### config.mk
export PLATFORM = sky130hd
export DESIGN_NAME = uart_tx_arbiter
export DESIGN_NICKNAME = d
export VERILOG_FILES = /design/src/rtl/uart_tx_arbiter.sv
export SDC_FILE = /design/constraint.sdc
export NUM_CORES = 1
export LEC_CHECK = 0
export BUFFER_PORTS_ARGS = -buffer_cell sky130_fd_sc_hd__buf_4
export CAP_MARGIN = 5
export CORE_MARGIN = 1
export CORE_UTILIZATION = 45
export DETAILED_ROUTE_END_ITERATION = 10
export HOLD_SLACK_MARGIN = 0.06
export PLACE_DENSITY = 0.71
export SLEW_MARGIN = 10
export SYNTH_ARGS = -nofsm -noshare
export SYNTH_HDL_FRONTEND = slang
export SYNTH_SLANG_ARGS = --single-unit
### constraint.sdc
create_clock -name clk -period 7.35 [get_ports clk]
set_clock_uncertainty 0.15 [all_clocks]
set_input_delay 1.47 -clock clk [delete_from_list [all_inputs] [get_ports clk]]
set_output_delay 1.47 -clock clk [all_outputs]
set_load 0.03 [all_outputs]
### src/rtl/uart_tx_arbiter.sv
// uart_tx_arbiter: packet-granular round-robin sharing of one uart_tx among NUM_REQ byte producers; `define ARB_TIMEOUT_EN adds an idle-lock release timer
module uart_tx_arbiter #(
  parameter int NUM_REQ     = 3,
  parameter int PTR_W       = 3,
  parameter int TIMEOUT_CYC = 1_000_000
) (
  input  logic                   clk,
  input  logic                   rst,
  input  logic [NUM_REQ-1:0]     req_valid,
  input  logic [8*NUM_REQ-1:0]   req_data,
  input  logic [NUM_REQ-1:0]     req_last,
  output logic [NUM_REQ-1:0]     req_ready,
  output logic [NUM_REQ-1:0]     pkt_done,
  output logic [NUM_REQ-1:0]     grant,
  output logic [7:0]             tx_data,
  output logic                   tx_start,
  input  logic                   tx_busy,
  output logic                   timeout_flag
);
  typedef enum logic [2:0] {IDLE, HOLD, START, WAIT_ACK, WAIT_DONE} state_t;
  localparam logic [PTR_W:0] N = (PTR_W+1)'(NUM_REQ);
  localparam logic [NUM_REQ-1:0] ONE = 1;
  state_t state, state_n;
  logic [NUM_REQ-1:0] grant_n;
  logic [PTR_W-1:0] g_idx, g_idx_n, rr_ptr, rr_ptr_n, pick;
  logic [7:0] tx_data_n, sel_data;
  logic last_r, last_n, sel_valid, sel_last, accept;
  function automatic logic [PTR_W-1:0] wrap(input logic [PTR_W:0] v);
    return (v >= N) ? PTR_W'(v - N) : PTR_W'(v);
  endfunction
  // Descending scan so the smallest offset from rr_ptr wins.
  always_comb begin
    pick = rr_ptr;
    for (int k = NUM_REQ-1; k >= 0; k--)
      if (|(req_valid & (ONE << wrap({1'b0, rr_ptr} + (PTR_W+1)'(k)))))
        pick = wrap({1'b0, rr_ptr} + (PTR_W+1)'(k));
  end
  always_comb begin
    sel_data = '0;
    for (int i = 0; i < NUM_REQ; i++)
      sel_data = sel_data | (grant[i] ? req_data[8*i +: 8] : 8'h00);
  end
  assign sel_valid = |(req_valid & grant);
  assign sel_last  = |(req_last & grant);
  assign accept    = (state == HOLD) && sel_valid && !tx_busy;
  assign req_ready = accept ? grant : '0;
  assign pkt_done  = (state == WAIT_DONE && !tx_busy && last_r) ? grant : '0;
  assign tx_start  = (state == START);
`ifdef ARB_TIMEOUT_EN
  localparam int CNT_W = $clog2(TIMEOUT_CYC + 1);
  logic [CNT_W-1:0] cnt, cnt_n;
  logic flag_n;
`endif
  always_comb begin
    state_n   = state;
    grant_n   = grant;
    g_idx_n   = g_idx;
    rr_ptr_n  = rr_ptr;
    tx_data_n = tx_data;
    last_n    = last_r;
    case (state)
      IDLE: if (|req_valid) begin
        state_n = HOLD;
        grant_n = ONE << pick;
        g_idx_n = pick;
      end
      HOLD: if (accept) begin
        state_n   = START;
        tx_data_n = sel_data;
        last_n    = sel_last;
      end
      START:    state_n = WAIT_ACK;
      WAIT_ACK: state_n = tx_busy ? WAIT_DONE : WAIT_ACK;
      WAIT_DONE: if (!tx_busy) begin
        state_n  = last_r ? IDLE : HOLD;
        grant_n  = last_r ? '0 : grant;
        rr_ptr_n = last_r ? wrap({1'b0, g_idx} + 1'b1) : rr_ptr;
      end
      default: state_n = IDLE;
    endcase
`ifdef ARB_TIMEOUT_EN
    cnt_n  = cnt;
    flag_n = timeout_flag;
    if (state == IDLE || accept)
      cnt_n = '0;
    else if (state == HOLD && !sel_valid) begin
      cnt_n = cnt + 1'b1;
      if (cnt == CNT_W'(TIMEOUT_CYC - 1)) begin
        state_n  = IDLE;
        grant_n  = '0;
        rr_ptr_n = wrap({1'b0, g_idx} + 1'b1);
        flag_n   = 1'b1;
        cnt_n    = '0;
      end
    end
`endif
  end
  always_ff @(posedge clk) begin
    if (rst) begin
      state   <= IDLE;
      grant   <= '0;
      g_idx   <= '0;
      rr_ptr  <= '0;
      tx_data <= 8'h00;
      last_r  <= 1'b0;
    end else begin
      state   <= state_n;
      grant   <= grant_n;
      g_idx   <= g_idx_n;
      rr_ptr  <= rr_ptr_n;
      tx_data <= tx_data_n;
      last_r  <= last_n;
    end
  end
`ifdef ARB_TIMEOUT_EN
  always_ff @(posedge clk) begin
    if (rst) begin
      cnt          <= '0;
      timeout_flag <= 1'b0;
    end else begin
      cnt          <= cnt_n;
      timeout_flag <= flag_n;
    end
  end
`else
  assign timeout_flag = 1'b0;
`endif
endmodule
# Word level (Yosys, flattened, before mapping)
# Cells that the tools add are included.
[totals] reg_bits=21 out_inout_bits=19 inputBits=33
[op_classes] shift=4 bitwise_logic=8 n_lt_le_gt_ge=4 eq_ne=8 n_reduce_logical=18 mux=22 n_addsub=7
[op_table] operator="3-bit two-way mux" count=16
[op_table] operator="8-bit two-way mux" count=3
[op_table] operator="3-bit OR reduction" count=6
[op_table] operator="8-bit bitwise OR" count=2
[op_table] operator="3-bit bitwise AND" count=5
[op_table] operator="3-bit case mux with 5 select lines" count=1
[op_table] operator="4-bit by 2-bit greater-or-equal comparator with 1-bit output (second input constant)" count=3
[op_table] operator="1-bit by 3-bit << shifter with 3-bit output (first input constant)" count=4
[op_table] operator="3-bit by 2-bit subtractor with 3-bit output (second input constant)" count=4
[op_table] operator="3-bit by 1-bit adder with 4-bit output (second input constant)" count=2
[op_table] operator="2-bit != test (second input constant)" count=4
[op_table] operator="3-bit by 2-bit equality test with 1-bit output (second input constant)" count=2
[op_table] operator="3-bit case mux with 2 select lines" count=1
[op_table] operator="3-bit AND reduction" count=2
[op_table] operator="3-bit by 2-bit adder with 4-bit output (second input constant)" count=1
[op_table] operator="1-bit logical AND" count=4
[op_table] operator="2-bit AND reduction" count=2
[op_table] operator="4-bit AND reduction" count=1
[op_table] operator="3-bit by 1-bit equality test with 1-bit output (second input constant)" count=1
[op_table] operator="3-bit equality test (second input constant)" count=1
[op_table] operator="3-bit by 2-bit greater-or-equal comparator with 1-bit output (second input constant)" count=1
[op_table] operator="3-bit zero test" count=1
[op_table] operator="2-bit nonzero test" count=1
[op_table] operator="1-bit zero test" count=1
[op_table] operator="other kinds (2)" count=2

# Logic depth before layout (Yosys ltp)
# Gate-level depths: netlist of run 1.
[depth] word_depth=12 mapped_depth=10 depth_no_buf=9

# Worst setup path after synthesis of run 1
# OpenSTA, ideal clock, no wires.
[synth_timing] path_kind="input-to-output" from="in req_valid[0]" to="out req_ready[1]" required_ns=5.730 cell_stages=5 setup_slack_ns=2.885 t_arrival_ns=2.845 cell_sequence="a222oi_1 -> or3b_2 -> nor3_1 -> clkbuf_1 -> and2_1"
[synth_via] elab_chain_cells=5
[synth_lines] item="start, declared" line_no="9" text="input logic [NUM_REQ-1:0] req_valid,"
[synth_lines] item="3-bit bitwise AND" line_no="43" text="assign sel_valid = |(req_valid & grant);"
[synth_lines] item="3-bit OR reduction" line_no="43"
[synth_lines] item="1-bit logical AND (2 in series)" line_no="45" text="assign accept = (state == HOLD) && sel_valid && !tx_busy;"
[synth_lines] item="3-bit two-way mux" line_no="46" text="assign req_ready = accept ? grant : '0;"
[synth_lines] item="end, declared" line_no="12" text="output logic [NUM_REQ-1:0] req_ready,"
# Every way passes these cells.

# Final worst setup path of run 1
# Same ends and word-level chain as after synthesis.

==> results of run 1 <==
sequential cells by signal, indices dropped and copies added, names as in the netlist:
signal / cells
state: 3
grant: 3
rr_ptr: 3
tx_data: 8
last_r: 1
g_idx: 3
power by group:
group	switching (uW)	internal [uW]	leakage (uW)
logic	62.5	57.8	0.000686
registers	23.5	125	0.000171
clock network	37.8	38.2	0.0000217
total	124	221	0.000879
cells in the final DEF, fill, tap and decap left out, drive strengths merged, types with 3 or more instances in the layout:
cell type	synthesis	routed
dfxtp	21	21
nor2	25	25
a222oi	10	10
nor3	5	5
ha	12	12
nand2b	4	4
and2	7	7
inv	8	8
o22ai	4	4
a211oi	13	13
o21ai	7	7
a21oi	9	9
clkbuf	10	3
nand2	12	12
or2b	3	3
buf	3	50
mux2i	4	4
and3	5	5
nand3	6	6
or3b	4	4
nor3b	4	4
cell families (layout without fill, tap and decap cells):
| kind of cell | count (synthesis) | in the layout |
|---|---|---|
| multiplexers | 5 | 5 |
| adder cells (fa/ha/maj) | 12 | 12 |
| other | 1 | 1 |
| AND/OR/NAND/NOR | 85 | 85 |
| buffers and inverters | 21 | 62 |
| AO/OA/AOI/OAI | 58 | 58 |
| flip-flops | 21 | 21 |
| XOR/XNOR | 4 | 4 |
area by class of cell:
| type | count | area [um^2] |
|---|---|---|
| Tap cell | 46 | 57.56 |
| Multi-Input combinational cell | 165 | 1196 |
| Timing Repair Buffer | 50 | 375.4 |
| Inverter | 8 | 30.03 |
| Clock buffer | 3 | 41.29 |
| Clock inverter | 1 | 7.507 |
| Fill cell | 338 | 1340 |
| Sequential cell | 21 | 420.4 |
final timing paths:
kind	slack [ps]	endpoint	cells past startpoint	startpoint
worst max-delay path	2300	req_ready[1]	6	req_valid[0]
worst min-delay path	350	tx_data[2]	2	tx_data[2]
worst max register to register	4280	grant[0]	9	rr_ptr[0]
worst min register to register	350	tx_data[2]	2	tx_data[2]
through the flow:
stage | area [um^2] | hold slack [ps] | util [%] | std cells | power, uW
2_1_floorplan | 1703 | 340.9 | - | 207 | 231.8
3_3_place_gp | 2079 | 336.2 | 59.96 | 290 | 270.0
3_5_place_dp | 2079 | 343.1 | 59.96 | 290 | 270.7
4_1_cts | 2128 | 355.0 | 61.36 | 294 | 346.7
5_1_grt | 2128 | 375.1 | 61.36 | 294 | 368.6
6_report | 2128 | 353.3 | 61.36 | 294 | 345.3
synthesized netlist by cell type (all sizes together), types with 2 or more instances:
cell     count  area share, %
a211oi      13            6.3
a21oi        9            2.6
a222oi      10            5.9
a22o         2            1.0
a31oi        2           0.73
and2         7            2.6
and2b        2            1.0
and3         5            1.8
buf          3            1.4
clkbuf      10            2.2
dfxtp       21             25
ha          12            8.8
inv          8            1.8
mux2i        4            2.4
nand2       12            2.6
nand2b       4            1.5
nand3        6            1.8
nor2        25            5.5
nor3         5            1.5
nor3b        4            1.8
nor4         2           0.73
o21ai        7            2.3
o22ai        4            1.8
o2bb2ai      2            1.4
o311a        2            1.2
or2b         3            1.3
or3b         4            2.1
or4          2           0.88
xnor2        2            1.0
xor2         2            1.0
layer usage:
layer  up-vias  track usage [%]  share of wire, %
li1        862                -                 -
met1       758            29.18                48
met2        50            32.05                47
met3         0            3.986               4.5
met4         0            1.705                 0
met5         -                0                 0
critical path, delay by kind of cell:
kind / cells / cell delay (ps)
compound gates: 1 / 110
simple gates: 3 / 1570
buf+inv: 2 / 280
==> results.cfg, run 1 <==
[floorplan]
fp-row-count = 21
fp.coreArea_mm2 = 0.003468
start_util_pct = 49.10
io_pins = 52
dieArea_mm2 = 0.004034
die_h_um = 63.52
die_w_um = 63.52

[synth]
synth-compound-area-share_pct = 28.29
avgSynthCellArea_um2 = 8.226
synth_area_mm2 = 0.001703
synth_top_family_by_area = compound AO/OA/AOI/OAI gates
synthMuxAreaShare_pct = 3.012
syn_nets = 252
synthAdderAreaFrac_pct = 8.817
yosys.area_share.simple_pct = 27.55
ys_seq_area_share_pct = 24.69
synth_cells = 207
synthFlopType = dfxtp_1
ys_warn_count = 0
ys_ff_latch = 21
synth_cell_types = 52
async_reset_ff_share_pct = 0
synth_edf_count = 0
synth-xor-area-share_pct = 2.057

[cells_and_area]
n_antenna_cell = 0
drive_gt1_share_pct = 28.23
layout.nets = 294
area.growth.synth_to_final_pct = 24.98

[place]
gp_congestion = 0.8547
dpl.hpwl_um = 3110
pre_cts_slack_ps = 2319
io_buffer_count = 50

[sta]
post-route-min-period_ps = 5054
relSlewSlack_pct = 25.61
tightest_slew_ps = 1110
timing.final.ws_setup_ps = 2296
rsz0062_at_grt = false
drv_slew = 0
timing_hold_violations_final = 0
period_share_pct = 68.76
finalSetupTns_ps = 0
clock.fmax_mhz = 197.9
setup_violations = 0

[route]
vias = 1670
antenna_left = 0
dr.first_iter.drc_count = 154
wl_per_cell_um = 13.91
drt-pass1-iter-count = 6
vias_per_cell = 5.680
drcViolationCount = 0
wirelength_um = 4090

[setup_path]
worst-path-max-fanout = 21
end_kind = output pin
crit_top_cell = buf_4
path_cells = buf_4 > a222oi_1 > or3b_2 > nor3_2 > and2_1 > buf_4
max_stage_delay_ps = 850
worst_path_max_delay_cell = nor3_2
required_ps = 5730
critPathLaunchType = input pin
critPathArrivalTime_ps = 3430
critPathKind = in2out

[global_routing]
grt_pass1_vias = 1456
overflow = 0
grt_pass1_wl_um = 6699
antenna_found_initial = 0
grt_max_degree = 22
grt_usage_pct = 20.28

[cts]
cts_tree = yes
postCtsSetupBuffers = 0
post_cts_resized = 0
insertion_delay_ps = 260
path_clk_slew_ps = 80
cts_sinks = 21
numCtsBuffers = 3
clockRootBuffer = clkbuf_8
cts.path.max_buffers = 2
h-tree-depth = 1
ctsHoldBuffers = 0

[power_and_ir_drop]
power_density_mw_per_mm2 = 162.2
power_leakage_uw = 0.0008788
irDropWorstVdd_uv = 101.5

[job]
maxCapViolations = 0

[worst_hold_path]
hold_path_class = reg2reg

[status]
status = finished clean
No activity file was read; power rests on OpenSTA's default activity.
==> run 2: changes to the inputs <==
==> constraint.sdc (replaced) <==
create_clock -name clk -period 4.7 [get_ports clk]
set_clock_uncertainty 0.15 [all_clocks]
set_input_delay 0.94 -clock clk [delete_from_list [all_inputs] [get_ports clk]]
set_output_delay 0.94 -clock clk [all_outputs]
set_load 0.03 [all_outputs]
==> run 2 against run 1 <==
  * Final cell count rose by 0.34%
  * First-iteration DRC count fell by 46%
  * Hold slack barely moved
  * Routed wire length rose by 2.0%
  * Design area rose by 0.35%
  * Combinational power rose by 57%
  * Clock power rose by 58%
  * Critical path type unchanged
  * Largest power group unchanged
  * Highest routed layer is now met4
==> results.cfg, run 2 (synthesis results as in run 1) <==
[sta]
period_share_pct = 73.18
setup_violations = 0
post-route-min-period_ps = 3439
timing_hold_violations_final = 0
finalSetupTns_ps = 0
rsz0062_at_grt = false
relSlewSlack_pct = 55.72
clock.fmax_mhz = 290.7
drv_slew = 0
tightest_slew_ps = 658.1

[setup_path]
timing.rr.end = grant[0]
crit_cells = 7
critPathLaunchType = input pin
critPathArrivalTime_ps = 2350
r2r-start = rr_ptr[0]
critPathKind = in2out
timing.critical_path.buf_inv = 3
required_ps = 3610
crit_top_cell = buf_4
worst-path-max-fanout = 21
cp_top_family = simple AND/OR/NAND/NOR gates
max_stage_delay_ps = 500
r2r_setup_slack_ps = 1630
worst_path_max_delay_cell = or3b_2
end_kind = output pin
path_cells = buf_4 > a222oi_1 > or3b_2 > nor3_2 > buf_4 > and2_1 > buf_4
r2r_cells = 9

[floorplan]
die_w_um = 63.52
fp-row-count = 21
start_util_pct = 49.10
io_pins = 52
die_h_um = 63.52
dieArea_mm2 = 0.004034
fp.coreArea_mm2 = 0.003468

[cts]
cts_sinks = 21
cts.path.max_buffers = 2
path_clk_slew_ps = 80
postCtsSetupBuffers = 0
post_cts_resized = 0
numCtsBuffers = 3
clockRootBuffer = clkbuf_8
ctsHoldBuffers = 0
cts_tree = yes
insertion_delay_ps = 260
h-tree-depth = 1

[route]
met2_length_um = 1966
wirelength_um = 4171
met3_length_um = 108
wl_per_cell_um = 14.14
drt-pass1-iter-count = 4
routedLengthMet1_um = 2065
vias_per_cell = 5.749
drcViolationCount = 0
vias = 1696
antenna_left = 0
dr.first_iter.drc_count = 83
top_layer = met4

[power_and_ir_drop]
power_density_mw_per_mm2 = 253.5
switchingPower_uw = 194.6
irDropWorstVdd_uv = 189.8
clockPowerShare_pct = 22.1
seqPwrFrac_pct = 43.1
p_int_uw = 346.8
p_comb_share_pct = 34.8
power_leakage_uw = 0.0008842
switching_share_pct = 35.94

[cells_and_area]
regArea_um2 = 420.4
largest_register_ffs = 8
final_cell_mix = buf_4, nor2_1, dfxtp_1
area.growth.synth_to_final_pct = 25.42
final_common_cell = buf_4
fin_util_pct = 61.58
regMostFlops = tx_data
multiInputGateArea_mm2 = 0.001196
layout.nets = 295
nFillCells = 337
drive_gt1_share_pct = 28.51
n_antenna_cell = 0

[worst_hold_path]
min_path_cells = 2
hold_path_class = reg2reg
min_from = tx_data[3]
hold_end = tx_data[3]

[place]
gp_congestion = 0.8510
dpl.hpwl_um = 3243
io_buffer_count = 50

[global_routing]
grt_usage_pct = 21.89
grt_pass1_vias = 1565
grt_pass1_wl_um = 7217
grt_max_degree = 22
antenna_found_initial = 0
overflow = 0

[status]
status = finished clean

[job]
maxCapViolations = 0
-- run 2: metal layers --
| layer | GRT usage, % | vias to the layer above |
|---|---|---|
| li1 | - | 866 |
| met1 | 30.70 | 800 |
| met2 | 34.71 | 26 |
| met3 | 3.986 | 4 |
| met4 | 4.261 | 0 |
| met5 | 0 | - |
-- run 2: worst reg2reg max path, cell delays in order (launching register included) --
cell and delay [ps]:
dfxtp_1 670, ha_1 240, ha_1 280, xor2_1 250
o22ai_2 160, a32oi_4 230, or3b_1 380, o2111ai_1 110
or3b_1 400, o21ai_1 130
-- run 2: power by group through the flow --
stage | combinational [uW] | sequential, uW | clock [uW]
6_report | 188 | 233 | 120
5_1_grt | 209 | 239 | 130
4_1_cts | 190 | 233 | 121
3_5_place_dp | 188 | 237 | 0
3_3_place_gp | 186 | 237 | 0
2_1_floorplan | 135 | 227 | 0
-- run 2: area by class of cell --
class                   instances  share of cell area [%]
well taps                      46                   2.695
repair buffers                 51                   17.93
inverters                       8                   1.406
clock buffers                   3                   1.933
flip-flops and latches         21                   19.68
multi-input cells             165                   56.00
clock inverters                 1                  0.3515
-- run 2: how the worst max path moves through the flow --
stage / from / endpoint
floorplan: req_valid[0] / req_ready[1]
detailed placement: req_valid[0] / req_ready[0]
global placement: req_valid[1] / req_ready[0]
CTS: req_valid[0] / req_ready[0]
global route: req_valid[0] / req_ready[2]
finish: req_valid[0] / req_ready[0]
-- run 2: per-stage QoR --
step | area, um^2 | setup slack, ps | std cells | hold WS, ps | power [uW]
floorplan | 1703 | 1295 | 207 | 340.9 | 362.5
global placement | 2087 | 1295 | 291 | 337.6 | 422.8
detailed placement | 2087 | 1257 | 291 | 344.6 | 425.5
CTS | 2136 | 1262 | 295 | 357.7 | 543.9
global route | 2136 | 1105 | 295 | 374.4 | 578.1
finish | 2136 | 1261 | 295 | 353.7 | 541.4
==> run 3: changes to the inputs <==
--- a/config.mk
+++ b/config.mk
@@ -5,13 +5,14 @@
 export SDC_FILE = /design/constraint.sdc
 export NUM_CORES = 1
 export LEC_CHECK = 0
+export ABC_AREA = 1
 export BUFFER_PORTS_ARGS = -buffer_cell sky130_fd_sc_hd__buf_4
 export CAP_MARGIN = 5
 export CORE_MARGIN = 1
 export CORE_UTILIZATION = 45
 export DETAILED_ROUTE_END_ITERATION = 10
 export HOLD_SLACK_MARGIN = 0.06
-export PLACE_DENSITY = 0.71
+export PLACE_DENSITY = 0.72
 export SLEW_MARGIN = 10
 export SYNTH_ARGS = -nofsm -noshare
 export SYNTH_HDL_FRONTEND = slang
==> constraint.sdc (replaced) <==
create_clock -name clk -period 3.4 [get_ports clk]
set_clock_uncertainty 0.15 [all_clocks]
set_input_delay 0.68 -clock clk [delete_from_list [all_inputs] [get_ports clk]]
set_output_delay 0.68 -clock clk [all_outputs]
set_load 0.03 [all_outputs]
==> run 3 against run 2 <==
  * Global-route usage rose by 0.93 points
  * Core utilization fell by 0.98 points
  * Setup slack got worse by 570 ps
  * Die area fell by 6.8%
  * Final cell count rose by 16%
  * Routed wire length fell by 1.7%
  * Power rose by 44%
  * Hold slack improved by 44 ps
  * Design area fell by 4.6%
  * Non-clock buffer count rose by 3
  * Critical endpoint is now pkt_done[0]
  * Largest cell class unchanged
==> results.cfg, run 3 <==
[status]
status = finished clean

[floorplan]
start_util_pct = 47.06
die_h_um = 61.31
io_pins = 52
fp-row-count = 21
fp.coreArea_mm2 = 0.003363
dieArea_mm2 = 0.003758
die_w_um = 61.31

[synth]
ys_ff_latch = 21
synthFlopType = dfxtp_1
yosys.area.top_type = dfxtp_1
synth_area_mm2 = 0.001583
synth.area.top_cells = dfxtp_1, nand2_1, ha_1
syn_nets = 292
synth_top_area_share_pct = 26.56
async_reset_ff_share_pct = 0
synth_most_common_cell = nand2_1
synth_cell_types = 31
synth_common_cells = nand2_1, inv_1, dfxtp_1, nand3_1, nor2_1
synth_edf_count = 0
ys_seq_area_share_pct = 26.56
synth_cells = 247
ys_warn_count = 0
avgSynthCellArea_um2 = 6.408

[power_and_ir_drop]
clockPowerShare_pct = 15.5
p_comb_share_pct = 44.0
irDropWorstVdd_uv = 233.2
switching_share_pct = 40.89
switchingPower_uw = 318.3
power_leakage_uw = 0.0009868
seqPwrFrac_pct = 40.5
p_int_uw = 460.1
power_density_mw_per_mm2 = 381.9

[cells_and_area]
nFillCells = 361
regMostFlops = tx_data
n_antenna_cell = 0
largest_register_ffs = 8
layout.nets = 343
final_cell_mix = nand2_1, buf_4, inv_1
drive_gt1_share_pct = 21.89
area.growth.synth_to_final_pct = 28.77
final_common_cell = nand2_1

[setup_path]
r2r-start = rr_ptr[0]
critPathArrivalTime_ps = 1880
required_ps = 2570
critPathKind = reg2out
worst-path-max-fanout = 9
end_kind = output pin
startpoint = state[0]
r2r_setup_slack_ps = 930
critPathLaunchType = register

[place]
gp_congestion = 0.8680
dpl.hpwl_um = 3145
pre_cts_slack_ps = 882.4
io_buffer_count = 50

[route]
wirelength_um = 4099
vias_per_cell = 5.184
drt-pass1-iter-count = 4
wl_per_cell_um = 11.95
antenna_left = 0
drcViolationCount = 0
dr.first_iter.drc_count = 109
vias = 1778

[global_routing]
overflow = 0
grt_pass1_vias = 1499
grt_pass1_wl_um = 6479
grt_max_degree = 21
antenna_found_initial = 0
grt_usage_pct = 22.83

[worst_hold_path]
min_from = g_idx[2]
hold_path_class = reg2reg

[sta]
timing_hold_violations_final = 0
drv_slew = 0
tightest_slew_ps = 705.9
timing.final.ws_setup_ps = 685.8
clock.fmax_mhz = 368.4
period_share_pct = 79.83
rsz0062_at_grt = false
relSlewSlack_pct = 52.58
post-route-min-period_ps = 2714
setup_violations = 0
finalSetupTns_ps = 0

[cts]
path_clk_slew_ps = 110
numCtsBuffers = 3
clockRootBuffer = clkbuf_4
cts_tree = yes
h-tree-depth = 1
insertion_delay_ps = 300
post_cts_resized = 0
ctsHoldBuffers = 0
cts.path.max_buffers = 2
postCtsSetupBuffers = 0
cts_sinks = 21

[job]
maxCapViolations = 0
run 3: cell count changes in the layout (fill, tap and decap cells not counted), moves of 5 or more:
cell	before	now
inv_1	6	23
nand3_1	6	21
o21ai_0	3	16
a222oi_1	10	0
a41oi_1	0	9
and3_1	5	0
nand2_1	12	74
and2_1	7	1
a211oi_1	11	1
run 3: layout make-up:
type / instances / area, um^2 / area share, %
timing repair buffer: 54 / 405.4 / 19.89
inverter: 24 / 90.09 / 4.420
sequential: 21 / 420.4 / 20.63
multi-input combinational: 194 / 1039 / 50.95
tap: 46 / 57.56 / 2.824
clock buffer: 4 / 26.28 / 1.289
run 3: worst paths after layout:
| path | end | depth (start not counted) |
|---|---|---|
| hold / removal | rr_ptr[2] | 2 |
| setup / recovery | pkt_done[0] | 6 |
| hold reg to reg | rr_ptr[2] | 2 |
| setup reg to reg | grant[0] | 12 |
run 3: kinds of logic after synthesis:
| family | synth area share (%) |
|---|---|
| simple gates | 34.47 |
| buf+inv | 7.826 |
| xor+xnor | 1.660 |
| other cells | 0.2369 |
| flops | 26.56 |
| compound gates | 19.76 |
| fa+ha+maj | 9.486 |
run 3: metal layers:
metal | vias to the layer above | track usage [%] | share of wire, %
met3 | 2 | 3.992 | 4.0
met4 | 0 | 3.896 | 0.37
met5 | - | 0 | 0
li1 | 924 | - | -
met1 | 805 | 33.85 | 52
met2 | 47 | 34.94 | 43
run 3: power groups by stage:
stage	clock, uW	sequential [uW]	combinational (uW)
detailed placement	0	321	338
global placement	0	321	337
finish	121	316	342
CTS	126	315	341
floorplan	0	337	212
global route	136	320	381
run 3: per-stage QoR:
step	hold WS (ps)	instance area [um^2]	total power, uW	utilization, %	std cells
floorplan	360.6	1583	548.9	-	247
global placement	392.4	2012	658.2	59.82	339
detailed placement	392.2	2012	658.8	59.82	339
CTS	406.3	2038	781.5	60.60	343
global route	440.3	2038	838.1	60.60	343
finish	397.5	2038	778.4	60.60	343
run 3: critical path, stage by stage, from the launching register on:
cell and delay [ps]:
dfxtp_1 360, nor2_1 150, inv_1 100, nor2_1 210, nand3_1 360, nor2_1 210
buf_4 180
